### src/rtl/ef_adc_sar_seq_ctrl.sv
`default_nettype none
// ============================================================================
// Module   : ef_adc_sar_seq_ctrl
// Brief    : SAR ADC conversion sequencer. Walks a programmable channel
//            sequence, runs the bit-serial SAR search against the analog
//            macro, averages 2^k conversions and queues tagged results in a
//            first-word-fall-through FIFO with a window-comparator flag.
// Revision : 1.0 - initial release
// ============================================================================
module ef_adc_sar_seq_ctrl #(
  parameter int RES        = 10,
  parameter int NCH        = 8,
  parameter int SEQ_DEPTH  = 8,
  parameter int FIFO_DEPTH = 16,
  localparam int CHW = (NCH > 1) ? $clog2(NCH) : 1,
  localparam int SW  = $clog2(SEQ_DEPTH),
  localparam int FW  = $clog2(FIFO_DEPTH)
) (
  input  logic                     clk,
  input  logic                     rst,
  input  logic                     en,
  input  logic                     start,
  input  logic                     cont,
  input  logic [SW-1:0]            seq_len,
  input  logic [SEQ_DEPTH*CHW-1:0] seq_chans,
  input  logic [7:0]               sample_cycles,
  input  logic [1:0]               avg_log2,
  input  logic [RES-1:0]           win_lo,
  input  logic [RES-1:0]           win_hi,
  input  logic                     cmp,
  output logic                     sample_n,
  output logic [CHW-1:0]           ch_sel_out,
  output logic [RES-1:0]           adc_data,
  output logic                     dac_rst,
  output logic                     adc_en,
  output logic                     busy,
  input  logic                     fifo_rd,
  output logic [CHW+RES-1:0]       fifo_rdata,
  output logic [FW:0]              fifo_level,
  output logic                     fifo_empty,
  output logic                     fifo_full,
  output logic                     fifo_ovf,
  output logic                     seq_done,
  output logic                     win_hit
);

  localparam int              CBW      = $clog2(RES);
  localparam int              AW       = RES + 3;
  localparam logic [FW:0]     FULL_LVL = FIFO_DEPTH[FW:0];
  localparam logic [RES-1:0]  MSB_TRY  = {1'b1, {(RES-1){1'b0}}};

  typedef enum logic [2:0] {
    S_IDLE    = 3'd0,
    S_SAMPLE  = 3'd1,
    S_CONVERT = 3'd2,
    S_ACC     = 3'd3,
    S_STORE   = 3'd4
  } state_t;

  state_t              state;
  logic [SW-1:0]       slot;
  logic [SW-1:0]       last_slot;
  logic [7:0]          samp_cnt;
  logic [7:0]          samp_load;
  logic [CBW-1:0]      bit_idx;
  logic [AW-1:0]       acc;
  logic [2:0]          conv_cnt;
  logic [2:0]          avg_last;
  logic [RES-1:0]      result;
  logic [CHW-1:0]      chan_tab [SEQ_DEPTH];
  logic                push;
  logic [CHW+RES-1:0]  push_data;

  // Unpack the flat per-slot channel bus into an indexable table
  for (genvar i = 0; i < SEQ_DEPTH; i++) begin : g_chan
    assign chan_tab[i] = seq_chans[i*CHW +: CHW];
  end

  // Slot indices that cannot address a real slot are pulled back to the last one
  if ((1 << SW) == SEQ_DEPTH) begin : g_len_pow2
    assign last_slot = seq_len;
  end else begin : g_len_clamp
    assign last_slot = (seq_len > SW'(SEQ_DEPTH - 1)) ? SW'(SEQ_DEPTH - 1) : seq_len;
  end

  // Counter reload holds one less than the sample length; zero means one cycle
  assign samp_load = (sample_cycles == 8'd0) ? 8'd0 : sample_cycles - 8'd1;
  assign avg_last  = 3'((4'd1 << avg_log2) - 4'd1);
  assign result    = RES'(acc >> avg_log2);
  assign push      = (state == S_STORE) && en;
  assign push_data = {ch_sel_out, result};
  assign adc_en    = en;
  assign busy      = (state != S_IDLE);

  // Sequencer: sample, SAR search, accumulate, store; en low aborts to IDLE
  always_ff @(posedge clk) begin
    if (rst) begin
      state      <= S_IDLE;
      slot       <= '0;
      samp_cnt   <= '0;
      bit_idx    <= '0;
      acc        <= '0;
      conv_cnt   <= '0;
      sample_n   <= 1'b1;
      dac_rst    <= 1'b0;
      adc_data   <= '0;
      ch_sel_out <= '0;
      seq_done   <= 1'b0;
      win_hit    <= 1'b0;
    end else begin
      seq_done <= 1'b0;
      win_hit  <= 1'b0;
      if (!en) begin
        state    <= S_IDLE;
        slot     <= '0;
        acc      <= '0;
        conv_cnt <= '0;
        sample_n <= 1'b1;
        dac_rst  <= 1'b0;
      end else begin
        unique case (state)
          S_IDLE: begin
            if (start) begin
              state      <= S_SAMPLE;
              slot       <= '0;
              sample_n   <= 1'b0;
              dac_rst    <= 1'b1;
              ch_sel_out <= chan_tab[0];
              samp_cnt   <= samp_load;
            end
          end
          S_SAMPLE: begin
            if (samp_cnt == 8'd0) begin
              state    <= S_CONVERT;
              sample_n <= 1'b1;
              dac_rst  <= 1'b0;
              adc_data <= MSB_TRY;
              bit_idx  <= CBW'(RES - 1);
            end else begin
              samp_cnt <= samp_cnt - 8'd1;
            end
          end
          S_CONVERT: begin
            // Keep the trial bit only if vin is at or above the trial code
            adc_data[bit_idx] <= cmp;
            if (bit_idx != '0) begin
              adc_data[bit_idx - 1'b1] <= 1'b1;
              bit_idx                  <= bit_idx - 1'b1;
            end else begin
              state <= S_ACC;
            end
          end
          S_ACC: begin
            acc <= acc + AW'(adc_data);
            if (conv_cnt < avg_last) begin
              conv_cnt   <= conv_cnt + 3'd1;
              state      <= S_SAMPLE;
              sample_n   <= 1'b0;
              dac_rst    <= 1'b1;
              ch_sel_out <= chan_tab[slot];
              samp_cnt   <= samp_load;
            end else begin
              state <= S_STORE;
            end
          end
          S_STORE: begin
            acc      <= '0;
            conv_cnt <= '0;
            win_hit  <= (result < win_lo) || (result > win_hi);
            if (slot == last_slot) begin
              seq_done <= 1'b1;
              slot     <= '0;
              if (cont) begin
                state      <= S_SAMPLE;
                sample_n   <= 1'b0;
                dac_rst    <= 1'b1;
                ch_sel_out <= chan_tab[0];
                samp_cnt   <= samp_load;
              end else begin
                state <= S_IDLE;
              end
            end else begin
              slot       <= slot + 1'b1;
              state      <= S_SAMPLE;
              sample_n   <= 1'b0;
              dac_rst    <= 1'b1;
              ch_sel_out <= chan_tab[slot + 1'b1];
              samp_cnt   <= samp_load;
            end
          end
          default: state <= S_IDLE;
        endcase
      end
    end
  end

  // ---------------------------------------------------------------------------
  // Result FIFO (first-word-fall-through)
  // ---------------------------------------------------------------------------
  logic [CHW+RES-1:0] mem [FIFO_DEPTH];
  logic [FW-1:0]      wr_ptr;
  logic [FW-1:0]      rd_ptr;
  logic               do_push;
  logic               do_pop;

  assign fifo_empty = (fifo_level == '0);
  assign fifo_full  = (fifo_level == FULL_LVL);
  assign do_pop     = fifo_rd && !fifo_empty;
  // A pop frees the slot in the same cycle, so a full FIFO still accepts
  assign do_push    = push && (!fifo_full || do_pop);
  assign fifo_rdata = fifo_empty ? '0 : mem[rd_ptr];

  // Storage array carries no reset so it can map onto RAM
  always_ff @(posedge clk) begin
    if (do_push) begin
      mem[wr_ptr] <= push_data;
    end
  end

  // Pointers, occupancy and overflow pulse
  always_ff @(posedge clk) begin
    if (rst) begin
      wr_ptr     <= '0;
      rd_ptr     <= '0;
      fifo_level <= '0;
      fifo_ovf   <= 1'b0;
    end else begin
      fifo_ovf <= push && fifo_full && !do_pop;
      if (do_push) begin
        wr_ptr <= wr_ptr + 1'b1;
      end
      if (do_pop) begin
        rd_ptr <= rd_ptr + 1'b1;
      end
      case ({do_push, do_pop})
        2'b10:   fifo_level <= fifo_level + 1'b1;
        2'b01:   fifo_level <= fifo_level - 1'b1;
        default: fifo_level <= fifo_level;
      endcase
    end
  end

endmodule
`default_nettype wire

### config.mk
export PLATFORM = sky130hd
export DESIGN_NAME = ef_adc_sar_seq_ctrl
export DESIGN_NICKNAME = d
export VERILOG_FILES = /design/src/rtl/ef_adc_sar_seq_ctrl.sv
export SDC_FILE = /design/constraint.sdc
export NUM_CORES = 1
export LEC_CHECK = 0
export BUFFER_PORTS_ARGS = -buffer_cell sky130_fd_sc_hd__buf_4
export CORE_MARGIN = 10
export CORE_UTILIZATION = 30
export CTS_BUF_LIST = sky130_fd_sc_hd__clkbuf_8
export DETAILED_ROUTE_END_ITERATION = 8
export GPL_TIMING_DRIVEN = 0
export REMOVE_ABC_BUFFERS = 1
export SYNTH_ARGS = -nofsm -noshare
export SYNTH_HDL_FRONTEND = slang
export SYNTH_SLANG_ARGS = --single-unit
### constraint.sdc
create_clock -name clk -period 2.7 [get_ports clk]
set_input_delay 0.54 -clock clk [delete_from_list [all_inputs] [get_ports clk]]
set_output_delay 0.54 -clock clk [all_outputs]
set_load 0.02 [all_outputs]
=== Yosys cells after proc, flatten, opt, wreduce, memory -nomap -nowiden ===
Memory sizes are Yosys's and may differ from the RTL's. A register that Yosys moved wholly into a read port is not among the register bits.
Index checks and enable logic that the tools add are counted.

* Register bits: 65
* Output and inout port bits: 40
* Logic and storage cells: 154
* Memory bits (writable): 208
* Bits of input ports: 64
* Memories: 1

{| class="wikitable"
|+ Memory list
! memory !! words !! width !! read ports !! clocked after Yosys merged registers in !! wr ports !! line !! RTL
|-
| mem || 16 || 13 || 1 || 1 || 1 || 200 || <nowiki>logic [CHW+RES-1:0] mem [FIFO_DEPTH];</nowiki>
|}

* Reduce and logical (&&, ||, !) cells: 34
* Shifts and indexed selects: 2
* Add/sub/neg operators: 11
* Order comparisons: 9
* Mux-type cells: 61
* Eq/ne operators: 15
* Bitwise operators: 5

{| class="wikitable"
|+ Operators by type and width
! kind !! number
|-
| 3-bit two-way mux || 16
|-
| 8-bit two-way mux || 6
|-
| 8-bit case mux with 4 select lines || 1
|-
| 13-bit case mux with 2 select lines || 1
|-
| 10-bit two-way mux || 2
|-
| 10-bit case mux with 2 select lines || 1
|-
| 3-bit binary-select mux with 3-bit select || 2
|-
| 8-bit zero test || 2
|-
| 1-bit two-way mux || 16
|-
| 4-bit two-way mux || 4
|-
| 8-bit by 1-bit subtractor with 8-bit output, second input constant || 2
|-
| 3-bit case mux with 5 select lines || 1
|-
| 13-bit by 10-bit adder with 13-bit output || 1
|-
| 13-bit two-way mux || 1
|-
| 13-bit by 2-bit >> shifter with 10-bit output || 1
|-
| 2-bit inequality test, second input constant || 6
|-
| 3-bit case mux with 2 select lines || 2
|-
| 10-bit bitwise mux || 1
|-
| 10-bit greater-than comparator || 1
|-
| 10-bit less-than comparator || 1
|-
| 4-bit by 5-bit less-than comparator with 1-bit output, second input constant || 2
|-
| 10-bit bitwise OR || 1
|-
| 5-bit case mux with 2 select lines || 1
|-
| 5-bit AND reduction || 2
|-
| other kinds (38) || 63
|}

=== Longest topological paths before layout ===
Gate-level depths: netlist (run 1).

* Word-level depth: 8
* Depth in mapped cells: 11
* Mapped depth without buffers: 11

=== Least setup slack after synthesis (run 1) ===
No wires, ideal clock.

* Path type: input -> register
* Start point: in avg_log2[0]
* End point: reg win_hit
* Data required time: 2.582 ns
* Setup time: 0.118 ns
* Buffers on the path: 1
* Path slack: -0.199 ns
* Arrival: 2.782 ns
* Stages on the path: 8
* Path through: buf_1 mux4_2 ha_1 a21o_1 a21o_1 a211oi_1 o21ai_0 o2bb2ai_1

* Longest elaborated chain between the ends: 3
* Elaborated cells on any way between the ends: 4
* Classes of those cells: 2 x order compare; 1 x shift; 1 x reduce/logical

{| class="wikitable"
|+ RTL lines
! what !! line !! RTL
|-
| from (decl) || 27 || <nowiki>input logic [1:0] avg_log2,</nowiki>
|-
| 13-bit by 2-bit >> shifter with 10-bit output * || 89 || <nowiki>assign result = RES'(acc >> avg_log2);</nowiki>
|-
| via push_data[3] || 72 || <nowiki>logic [CHW+RES-1:0] push_data;</nowiki>
|-
| 10-bit less-than comparator or 10-bit greater-than comparator (tied branches) || 169 || <nowiki>win_hit <= (result < win_lo) || (result > win_hi);</nowiki>
|-
| 1-bit logical OR * || 169 ||
|-
| to (signal assigned) || 169 ||
|-
| to (decl) || 44 || <nowiki>output logic win_hit</nowiki>
|}

Mark *: on every way through the listed nets, which the timed path passes. The rest lies on a longest branch.
A chain may end at the register's enable or synchronous reset.

==> results.txt, run 1 <==
- The run finished, with violations left.
* Violated checks: setup timing
- Average size of a mapped cell: 14.03 um^2
- In the post-synthesis netlist, the biggest area contributors are sky130_fd_sc_hd__edfxtp_1 (47%), sky130_fd_sc_hd__mux4_2 (15%), sky130_fd_sc_hd__dfxtp_1 (10%).
- Data arrival time of the worst path: 2530 ps
- Minimum period implied by the final worst setup slack: 3070 ps
- The final critical path takes up 113.7% of the cycle.
- After global routing the overflow that remains totals 0.
- In this run the tool buffered the top-level ports with ~100 buffer cells.
* Synth async-reset ratio: 0%
- Half-perimeter wire length after placement: 21.35 mm
* Slew of the pin with the lowest slew margin: a little over 900 ps
- After detailed routing, the total wire length is about 33 mm.
- Worst setup slack after layout: -369.9 ps
* CTS Sinks: 277
- The analysis attributes to cell leakage a power of 5.764 nW.
- # IOs: 104
- In this run the clock root is driven by a sky130_fd_sc_hd__clkbuf_8.
- Total negative slack: -4442 ps
* Cts-stage hold buffer count: 0
- PD cells: between 500 and 600 mW/mm^2
* ANT cells: 0
* Worst setup skew after layout: 33.38 ps
- Setup repair after global routing could not meet its margin everywhere.
- The detailed router finished its first iteration with 555 violations.
* Post-synthesis instance area: 0.01325 mm^2
- Biggest area consumer among synthesized cells: sky130_fd_sc_hd__edfxtp_1
- Counting flops and latches in the post-synthesis netlist gives 277.
- Synth Warn #: 0
* # DRC: 0
- Fill cell instance count of the final layout: between 4000 and 5000
- Final Setup Violations: 13
* Number of distinct standard cells referenced by the synthesized netlist: 69
* Wire length of the first global-routing pass: between 50 and 60 mm
* Floorplan Core Area: between 0.04 and 0.05 mm^2
* EDFF count, synth: 208
- For this run, the leading register cell type out of synthesis is sky130_fd_sc_hd__edfxtp_1.
- Pin count of the biggest net entering global routing: 42
* Clock latency reported for the late side of the worst-skew pair: around 570 ps
* Sequential area share after synthesis: 57.55%
- The die covers around 0.053 mm^2.
- Counting cells, the worst reg-to-reg path comes to 10.
- At the worst endpoint, the required time is approximately 2200 ps.
- In this run the register-to-register setup slack is 90 ps.
- The largest individual stage delay along the critical path comes from the cell sky130_fd_sc_hd__mux4_2.
- The die is 230.2 um tall.
* Clk slew on worst S/H paths: around 60 ps
* Sequential Area: about 0.0076 mm^2
- Detail-routed via count per cell: 4.961
- The via count of the first global-routing pass was 8542.
* Maximum cell stage delay along the critical path: 520 ps
- Critical path endpoint category: output port
- For this run, the total global-route usage over all layers was measured as between 10% and 20%.
- Multi-input combinational cell area: about 0.0054 mm^2
- The die is 230.2 um wide.
- The signal on the critical path passes through buf_12 -> buf_16 -> mux4_2 -> mux4_2 -> nor2b_4 -> buf_6.
- Among the stages of the critical path, the cell type that occurs most often is sky130_fd_sc_hd__mux4_2.
* Via count: 8428
- TritonCTS built the clock tree.
* Share of cells above drive strength 1: 29.80%
- Fmax: 325.7 MHz
- The tool flagged a number of max-cap violations equal to 0.
- Before antenna repair, the detailed router went through 5 iterations.
- Following the worst setup path forward leads to its endpoint at fifo_rdata[0].
- Number of nets with antenna violations after routing: 0
- In this run the worst path has a maximum fanout of 7.
- The max-slew violation total from the final report was 0.
- For this configuration, the core starts out at a cell density of 30.57%.
* Number of nets in the final layout: 1197
* Most common library cell in the layout ignoring fill and taps: sky130_fd_sc_hd__edfxtp_1
* Synthesized instance count: around 950
- Critical Path Start Type: flip-flop
* Depth of the CTS H-tree: 2
* Worst-case clock buffer depth: 3
- The worst register-to-register path ends at fifo_level[4]$_SDFFE_PP0P_.
* Critical path class: flip-flop to output port
* Launching point of the worst reg2reg path: fifo_level[2]$_SDFFE_PP0P_
* Area fraction of the dominant cell type after synthesis: around 47%
- # rows: 76
- The initial antenna violation count came to 0.
- Synthesis-to-finish area growth: 21.72%
- Cells fill a little under two fifths of the core in the end.
- Final hold viol count: 0
- In this run the tightest slew margin relative to its limit is a little under two fifths.
- The worst-case IR drop observed on VDD is 316.1 uV.
* Drt wl/cell: ~19 um
* Min-delay worst type: input port to flip-flop
- Inserted Clock Buffers: 48
- Routability congestion estimate: 0.8329
* Most used cells in the layout excluding fill and tap cells: sky130_fd_sc_hd__edfxtp_1 (208), sky130_fd_sc_hd__buf_4 (109), sky130_fd_sc_hd__mux4_2 (87)
==> worst min path at each step <==
stage,startpoint,endpoint,slack (ps),cells past startpoint
final,fifo_rd,fifo_ovf$_SDFF_PP0_,190,2
after global routing,fifo_rd,fifo_ovf$_SDFF_PP0_,180,2
after CTS,fifo_rd,fifo_ovf$_SDFF_PP0_,150,2
after detailed placement,sample_n$_SDFFE_PP1P_,sample_n$_SDFFE_PP1P_,480,2
after global placement,samp_cnt[7]$_SDFFE_PP0P_,samp_cnt[7]$_SDFFE_PP0P_,470,2
after floorplan,samp_cnt[7]$_SDFFE_PP0P_,samp_cnt[7]$_SDFFE_PP0P_,440,2
==> cell type report <==
| class | count | share of cell area [%] |
|---|---|---|
| Tap cell | 585 | 4.537 |
| Clock inverter | 34 | 1.179 |
| Clock buffer | 49 | 4.180 |
| Inverter | 49 | 1.140 |
| Multi-Input combinational cell | 567 | 33.53 |
| Timing Repair Buffer | 138 | 8.081 |
| Sequential cell | 277 | 47.36 |
==> kinds of logic (layout without fill, tap and decap cells) <==
kind of cell               after synthesis  after routing  synth area share [%]
DFF                                    277            277                 57.55
and+or+nand+nor                        219            219                 8.279
AOI/OAI and AO/OA                      169            169                 8.402
muxes                                  101            101                 15.88
buffers and inverters                  101            270                 3.153
adders and majority gates               52             52                 5.022
xor gates and xnor gates                26             26                 1.718
==> through the flow <==
stage,instance area (um^2),cells,setup slack [ps],hold slack (ps),power [mW]
floorplan,13020,893,-1385,442.9,4.864
global placement,14530,1581,-2661,467.5,5.033
detailed placement,14690,1589,-340.6,479.0,5.038
CTS,15850,1686,-443.2,154.2,8.528
global route,16130,1699,-465.7,178.5,8.776
finish,16130,1699,-369.9,192.6,8.429
==> synthesized netlist by cell type (6+ instances only) <==
cell and count:
sky130_fd_sc_hd__o22ai_1 9, sky130_fd_sc_hd__nor2_1 84, sky130_fd_sc_hd__buf_2 10, sky130_fd_sc_hd__dfxtp_1 69
sky130_fd_sc_hd__a21oi_1 52, sky130_fd_sc_hd__clkbuf_1 31, sky130_fd_sc_hd__xor2_1 15, sky130_fd_sc_hd__a211oi_1 8
sky130_fd_sc_hd__xnor2_1 11, sky130_fd_sc_hd__nand2_1 33, sky130_fd_sc_hd__nand2b_1 8, sky130_fd_sc_hd__nor3_1 19
sky130_fd_sc_hd__nor2b_1 22, sky130_fd_sc_hd__o21ai_0 32, sky130_fd_sc_hd__a32o_1 6, sky130_fd_sc_hd__mux2i_1 12
sky130_fd_sc_hd__ha_1 50, sky130_fd_sc_hd__buf_4 7, sky130_fd_sc_hd__a21o_1 9, sky130_fd_sc_hd__and2_1 10
sky130_fd_sc_hd__nand4_1 8, sky130_fd_sc_hd__o21a_1 8, sky130_fd_sc_hd__edfxtp_1 208, sky130_fd_sc_hd__mux4_2 87
sky130_fd_sc_hd__inv_1 49
==> power breakdown <==
group,total [mW],internal [mW],switching [mW]
logic,0.366,0.178,0.188
registers,4.59,4.55,0.0391
clock network,3.47,1.79,1.68
total,8.43,6.52,1.91
==> what timing repair did <==
action                                  4_1_cts  5_1_grt
endpoints found under the setup margin      107      118
buffers inserted                             12       12
resized for setup                            22       37
cloned                                        2        1
pin swaps                                     1        8
==> critical path, delay by kind of cell, from the launching register on <==
kind	cells	cell delay [ps]
mux	2	1000
buf+inv	3	410
flops	1	410
simple gates	1	150
==> sequential cells by signal (all words and copies together), names as in the netlist, 3 cells and up, named ones only <==
register    count
rd_ptr          4
bit_idx         4
mem           208
slot            3
state           3
acc            13
ch_sel_out      3
samp_cnt        8
fifo_level      5
conv_cnt        3
adc_data       10
wr_ptr          4
==> metal layers <==
layer	part of all wire (%)	GRT usage [%]	wire length, um	vias up
met4	1.8	2.919	585	0
met3	5.2	2.155	1709	53
met5	0	0	0	-
met2	51	20.82	16680	225
li1	-	-	-	3935
met1	42	15.16	13970	4215
Power figures use the tool's default switching activity.
==> run 2, diff against run 1 <==
--- a/config.mk
+++ b/config.mk
@@ -6,7 +6,7 @@
 export NUM_CORES = 1
 export LEC_CHECK = 0
 export BUFFER_PORTS_ARGS = -buffer_cell sky130_fd_sc_hd__buf_4
-export CORE_MARGIN = 10
+export CORE_MARGIN = 1.5
 export CORE_UTILIZATION = 30
 export CTS_BUF_LIST = sky130_fd_sc_hd__clkbuf_8
 export DETAILED_ROUTE_END_ITERATION = 8
==> run 2 against run 1 <==
Compared with the run above: the run still ends with setup timing left; sequential cell count unchanged; clock power increased by 2%; first-iteration DRC count increased by 26%; via count decreased by 1.9%; maximum frequency decreased by 1.6%; global-route usage increased by 1.7 points; non-clock buffer count decreased by 15; critical path type unchanged; largest cell class unchanged; largest power group unchanged.
==> results.txt, run 2 (synthesized netlist as in run 1, its figures left out) <==
- The run finished, with violations left.
- Violated checks: setup timing
* Worst setup skew after layout: 26.18 ps
* Die boundary width: 213.2 um
- The congestion estimate from routability-driven global placement came to 0.8381.
- The register with the most flip-flops in the layout has 208 of them.
- Clk slew on worst S/H paths: around 60 ps
- The floorplan step defined a core boundary enclosing 0.04336 mm^2.
- In the final timing run, aggregate negative setup slack is -5198 ps.
- The worst setup path is captured at an output port.
* # rows: 76
- Broken down by cell family, the worst path's largest delay share belongs to multiplexers.
- PD cells: roughly 530 mW/mm^2
- CTS Sinks: roughly 280
- Launching point of the worst reg2reg path: fifo_level[3]$_SDFFE_PP0P_
- Hold path startpoint: fifo_rd
- Full die area: 0.04545 mm^2
* Final hold viol count: 0
- Inserted Clock Buffers: 47
- Detail-routed via count per cell: a little under 5
* Fill cell instance count of the final layout: 4180
- Final Max Tran Viols: 0
- In this run the worst path has a maximum fanout of 6.
- In this design, the stage delay of the slowest critical-path cell is ~500 ps.
* RSZ-0062 raised after global routing: yes
- In this run the tool buffered the top-level ports with 103 buffer cells.
* Clock latency reported for the late side of the worst-skew pair: slightly below 600 ps
- After the first detailed-routing iteration, the DRC count stood at 697.
- IR analysis of the VDD net gives a maximum drop of 345.9 uV.
- Walking the worst path, the cells encountered are buf_6 -> buf_12 -> mux4_2 -> mux4_2 -> nor2b_4 -> buf_6.
* Wire length of the first global-routing pass: 47.05 mm
- Data required time of the worst path: 2160 ps
* Final Routed Wirelength: 31.13 mm
- Most common library cell in the layout ignoring fill and taps: sky130_fd_sc_hd__edfxtp_1
- Starting utilization of the core area: 30.57%
* Final period utilization: 115.5%
- The clock passes through at most 3 buffers.
- Drt wl/cell: 18.49 um
- The clock tree synthesis step divided the H-tree into 2 levels.
* Synthesis-to-finish area growth: 20.17%
* Cts-stage hold buffer count: 0
- Slew HR: between 30% and 40%
- Die Height: 213.2 um
* Final Setup Violations: 13
* Number of nets with antenna violations after routing: 0
* Number of nets in the final layout: ~1200
- Fmax: 320.6 MHz
* Core occupancy in the finished layout: between 30 and 40%
* Critical path class: flip-flop to output port
* Min-delay worst type: input port to flip-flop
* Via count: slightly above 8000
- The initial antenna violation count is 0.
- Biggest regs: mem x208, acc x13, adc_data x10
- Total routing resource utilization after global routing: 13.65%
* Share of cells above drive strength 1: 28.23%
- CTS tree: done
- Summed over all layers, the global routing overflow is 0.
* ANT cells: 0
- Setup slack on the critical path of the routed design comes to -419.4 ps.
- Final hold analysis gives a worst-case slack of 196.9 ps.
- The top cell types in the final layout, fill and taps aside, are sky130_fd_sc_hd__edfxtp_1 (208), sky130_fd_sc_hd__buf_4 (103), sky130_fd_sc_hd__mux4_2 (87).
* Max-cap violation count: 0
- The root buffer cell chosen for the clock tree is sky130_fd_sc_hd__clkbuf_8.
- # IOs: 104
- Detailed placement ended at an HPWL of approximately 20 mm.
- For this design the static power due to leakage is 5.660 nW.
- Buf/Inv on CP: 3
- Number of global-route vias before repair: 8025
- At the pin with the least slew margin, the transition time is 932.8 ps.
- Data arrives at the worst endpoint at 2580 ps.
- Critical Path Start Type: flip-flop
- Cell type of the slowest stage on the worst timing path: sky130_fd_sc_hd__mux4_2
- More flip-flops sit in one register than any other, and that register is mem.
- Entering global routing, the biggest net connects 42 pins.
- Minimum period implied by the final worst setup slack: around 3100 ps
- For this run, the detailed router's first-pass iteration total came to 7.
- # DRC: 0
[run 2: cell count changes in the layout (fill, tap and decap cells not counted), moves of 2 or more]
cell                       change
sky130_fd_sc_hd__buf_4         -6
sky130_fd_sc_hd__and2_2        -4
sky130_fd_sc_hd__and2_4        +4
sky130_fd_sc_hd__nor2b_4       -2
sky130_fd_sc_hd__buf_6         -4
sky130_fd_sc_hd__buf_8         -2
sky130_fd_sc_hd__clkinv_2      -3
sky130_fd_sc_hd__buf_12        -3
sky130_fd_sc_hd__nor2b_1       +3
[run 2: layout make-up]
type	count	area, um^2	area share, %
clock inverter	33	209.0	1.312
inverter	49	183.9	1.155
timing repair buffer	123	1121	7.039
multi-input combinational	567	5366	33.69
tap	585	732.0	4.595
sequential	277	7641	47.97
clock buffer	49	674.4	4.234
[run 2: report_power, final]
group	switching, mW	internal (mW)
clock	1.66	1.88
combinational	0.185	0.177
sequential	0.0392	4.55
total	1.89	6.61
[run 2: through the flow]
| step | std cells | power, mW | worst slack [ps] | instance area (um^2) |
|---|---|---|---|---|
| finish | 1683 | 8.498 | -419.4 | 15930 |
| global route | 1683 | 8.820 | -490.3 | 15930 |
| CTS | 1676 | 8.601 | -456.2 | 15730 |
| detailed placement | 1586 | 5.037 | -415.7 | 14640 |
| global placement | 1581 | 5.035 | -2657 | 14530 |
| floorplan | 893 | 4.864 | -1385 | 13020 |
[run 2: path summary, 6_finish.rpt]
path / endpoint / slack (ps) / depth (start not counted)
max: fifo_rdata[7] / -420 / 6
min: fifo_ovf$_SDFF_PP0_ / 200 / 2
max reg2reg: fifo_level[4]$_SDFFE_PP0P_ / 60 / 10
min reg2reg: samp_cnt[7]$_SDFFE_PP0P_ / 480 / 2
[run 2: repair_timing]
action	in CTS	in global routing
buffers inserted	7	5
pin swaps	1	4
resized for setup	23	29
gates cloned	1	2
hold endpoints to repair	0	0
endpoints found under the setup margin	158	153
[run 2: layer usage]
metal  vias to the layer above  track usage [%]  wire length [um]  share of wire [%]
li1                       3902                -                 -                  -
met2                       195            22.89             15280                 49
met3                        41            2.265              1512                4.9
met5                         -                0                 0                  0
met4                         0            3.278               493                1.6
met1                      4133            18.45             13840                 44
==> run 3, diff against run 2 <==
--- a/config.mk
+++ b/config.mk
@@ -10,7 +10,6 @@
 export CORE_UTILIZATION = 30
 export CTS_BUF_LIST = sky130_fd_sc_hd__clkbuf_8
 export DETAILED_ROUTE_END_ITERATION = 8
-export GPL_TIMING_DRIVEN = 0
 export REMOVE_ABC_BUFFERS = 1
 export SYNTH_ARGS = -nofsm -noshare
 export SYNTH_HDL_FRONTEND = slang
==> run 3 against run 2 <==
Compared with the run above: the flow still finishes with violations (setup timing); sequential share of layout area is 1.1 points lower; setup slack better by 28 ps; worst hold slack better by 6.7 ps; global-route usage is 0.85 points higher; core utilization is 0.78 points higher; final cell count is 3.0% higher; cell area is 2.1% higher; register-to-register slack better by 40 ps; clock-buffer cell count is 2 lower; clock power is 7.6% higher; maximum frequency is 0.91% higher; largest cell class unchanged.
==> results.txt, run 3 (synthesized netlist as in run 1, its figures left out) <==
- Setup repair after global routing could not meet its margin everywhere.
* Total routing resource utilization after global routing: around 14%
* Clock latency reported for the late side of the worst-skew pair: 580 ps
* Worst setup slack after layout: -391.3 ps
- For the pin with the worst max-slew slack, the measured transition is 685.9 ps.
- The floorplan step defined a die boundary enclosing around 0.045 mm^2.
- Fmax: 323.5 MHz
- Critical path endpoint category: output port
* Final Max Tran Viols: 0
- The clock passes through at most 3 buffers.
* Worst setup skew after layout: 20.41 ps
* Worst vdd ir: 285.6 uV
- Global route total overflow: 0
- For this design the top-level I/O count stands at 104.
- By startpoint and endpoint, the worst setup path is classified as flip-flop to output port.
- Hold Slack: 203.6 ps
- Largest register by flop count: mem
- The via count of the first global-routing pass was 8603.
- At the end of routability-driven placement, the weighted congestion stood at 0.8537.
- Core occupancy in the finished layout: around 38%
* Critical path fanouts, max: 18
- PD cells: approximately 540 mW/mm^2
* ANT cells: 0
* Starting utilization of the core area: 30.57%
- The routed design could run at a clock period as short as about 3100 ps.
* # DRC: 0
* Final design area excluding fillers: around 0.016 mm^2
- Instance area at placement: 0.01518 mm^2
- Most common library cell in the layout ignoring fill and taps: sky130_fd_sc_hd__edfxtp_1
* Most used cells in the layout excluding fill and tap cells: sky130_fd_sc_hd__edfxtp_1 (208), sky130_fd_sc_hd__buf_4 (157), sky130_fd_sc_hd__mux4_2 (87)
* Violated checks: setup timing
- Number of nets in the final layout: 1232
- In this run the static leakage power is 5.908 nW.
* CTS tree: done
* Cts-stage hold buffer count: 0
- Antenna violations before repair: 0
- In this run the number of H-tree levels came out at 2.
- Using the TritonRoute via totals, the vias-per-cell ratio works out to between 4 and 5.
- Across the run, the number of max-cap violations was 0.
* Min-delay worst type: input port to flip-flop
- Biggest regs: mem x208, acc x13, adc_data x10
- Floorplan Core Area: 0.04336 mm^2
* Data required time of the worst path: roughly 2200 ps
- Wire length of the first global-routing pass: 49.82 mm
- Setup violations remaining at the end of the flow were counted as 13.
* Die Height: around 210 um
- The tree is rooted in a sky130_fd_sc_hd__clkbuf_8.
- # rows: 76
- Input and output buffers added on the ports amount to 103.
- Synthesis-to-finish area growth: 22.72%
* CTS Sinks: 277
- Setup total negative slack on the finished layout was measured at -4663 ps.
* Share of cells above drive strength 1: 30.03%
- The floorplan step set the die width to 213.2 um.
- After layout, the worst path uses 114.5% of the clock period.
- Once detail routing completed, the nets flagged for antenna violations numbered 0.
- After clock tree synthesis, the clock-pin slew on the worst setup and hold paths is about 60 ps.
* Cell total after placement: 1647
- Inserted Clock Buffers: 47
* First-pass iteration count of the detailed router: 5
- The first routing iteration left 554 violations.
- Total power consumption of the routed design: 8.785 mW
* Non-filler cells, final: 1734
- Outcome: finished, violations left
- Data arrival time of the worst path: 2550 ps
* Pin count of the biggest net entering global routing: 35
- Half-perimeter wire length after placement: ~22 mm
* Final hold viol count: 0
- The worst setup path is launched from a flip-flop.
- Via count: 8384
* Largest register FFs: between 200 and 250
- Slew HR: 53.63%
- Prior to clock tree synthesis, the placed netlist has a worst setup slack of 82.31 ps.
- Drt wl/cell: 18.54 um
* Final Routed Wirelength: 32.15 mm
[run 3: final timing paths]
path | slack (ps) | endpoint | cells after the start | from
min reg2reg | 490 | samp_cnt[7]$_SDFFE_PP0P_ | 2 | samp_cnt[7]$_SDFFE_PP0P_
max reg2reg | 100 | fifo_level[4]$_SDFFE_PP0P_ | 10 | fifo_level[0]$_SDFFE_PP0P_
max | -390 | fifo_rdata[8] | 5 | flip-flop
min | 200 | fifo_ovf$_SDFF_PP0_ | 2 | fifo_rd
[run 3: metal layers]
layer | track usage [%] | up-vias | wire length (um)
li1 | - | 4002 | -
met5 | 0 | - | 0
met1 | 18.79 | 4138 | 13920
met3 | 2.986 | 42 | 1729
met2 | 24.55 | 202 | 15870
met4 | 4.055 | 0 | 628
[run 3: repair_timing]
item	4_1_cts	5_1_grt
buffers inserted	3	0
endpoints found under the hold margin	0	0
cloned	2	0
gates resized for setup	5	5
endpoints found under the setup margin	13	16
[run 3: layout make-up]
| class | instances | area [um^2] |
|---|---|---|
| multi-input combinational | 567 | 5246 |
| clock inverter | 35 | 299.0 |
| inverter | 49 | 183.9 |
| fill | 4186 | 27100 |
| clock buffer | 47 | 646.9 |
| tap | 585 | 732.0 |
| sequential | 277 | 7632 |
| timing repair buffer | 174 | 1525 |
[run 3: critical path, cell delays in order (launching register included)]
cell	delay (ps)
sky130_fd_sc_hd__dfxtp_4	410
sky130_fd_sc_hd__buf_12	200
sky130_fd_sc_hd__mux4_2	500
sky130_fd_sc_hd__mux4_2	530
sky130_fd_sc_hd__nor2b_1	160
sky130_fd_sc_hd__buf_4	160
[run 3: power breakdown]
| part | total [mW] | internal, mW | switching, mW |
|---|---|---|---|
| Sequential | 4.57 | 4.55 | 0.0223 |
| Combinational | 0.399 | 0.188 | 0.212 |
| Clock | 3.81 | 2.12 | 1.69 |
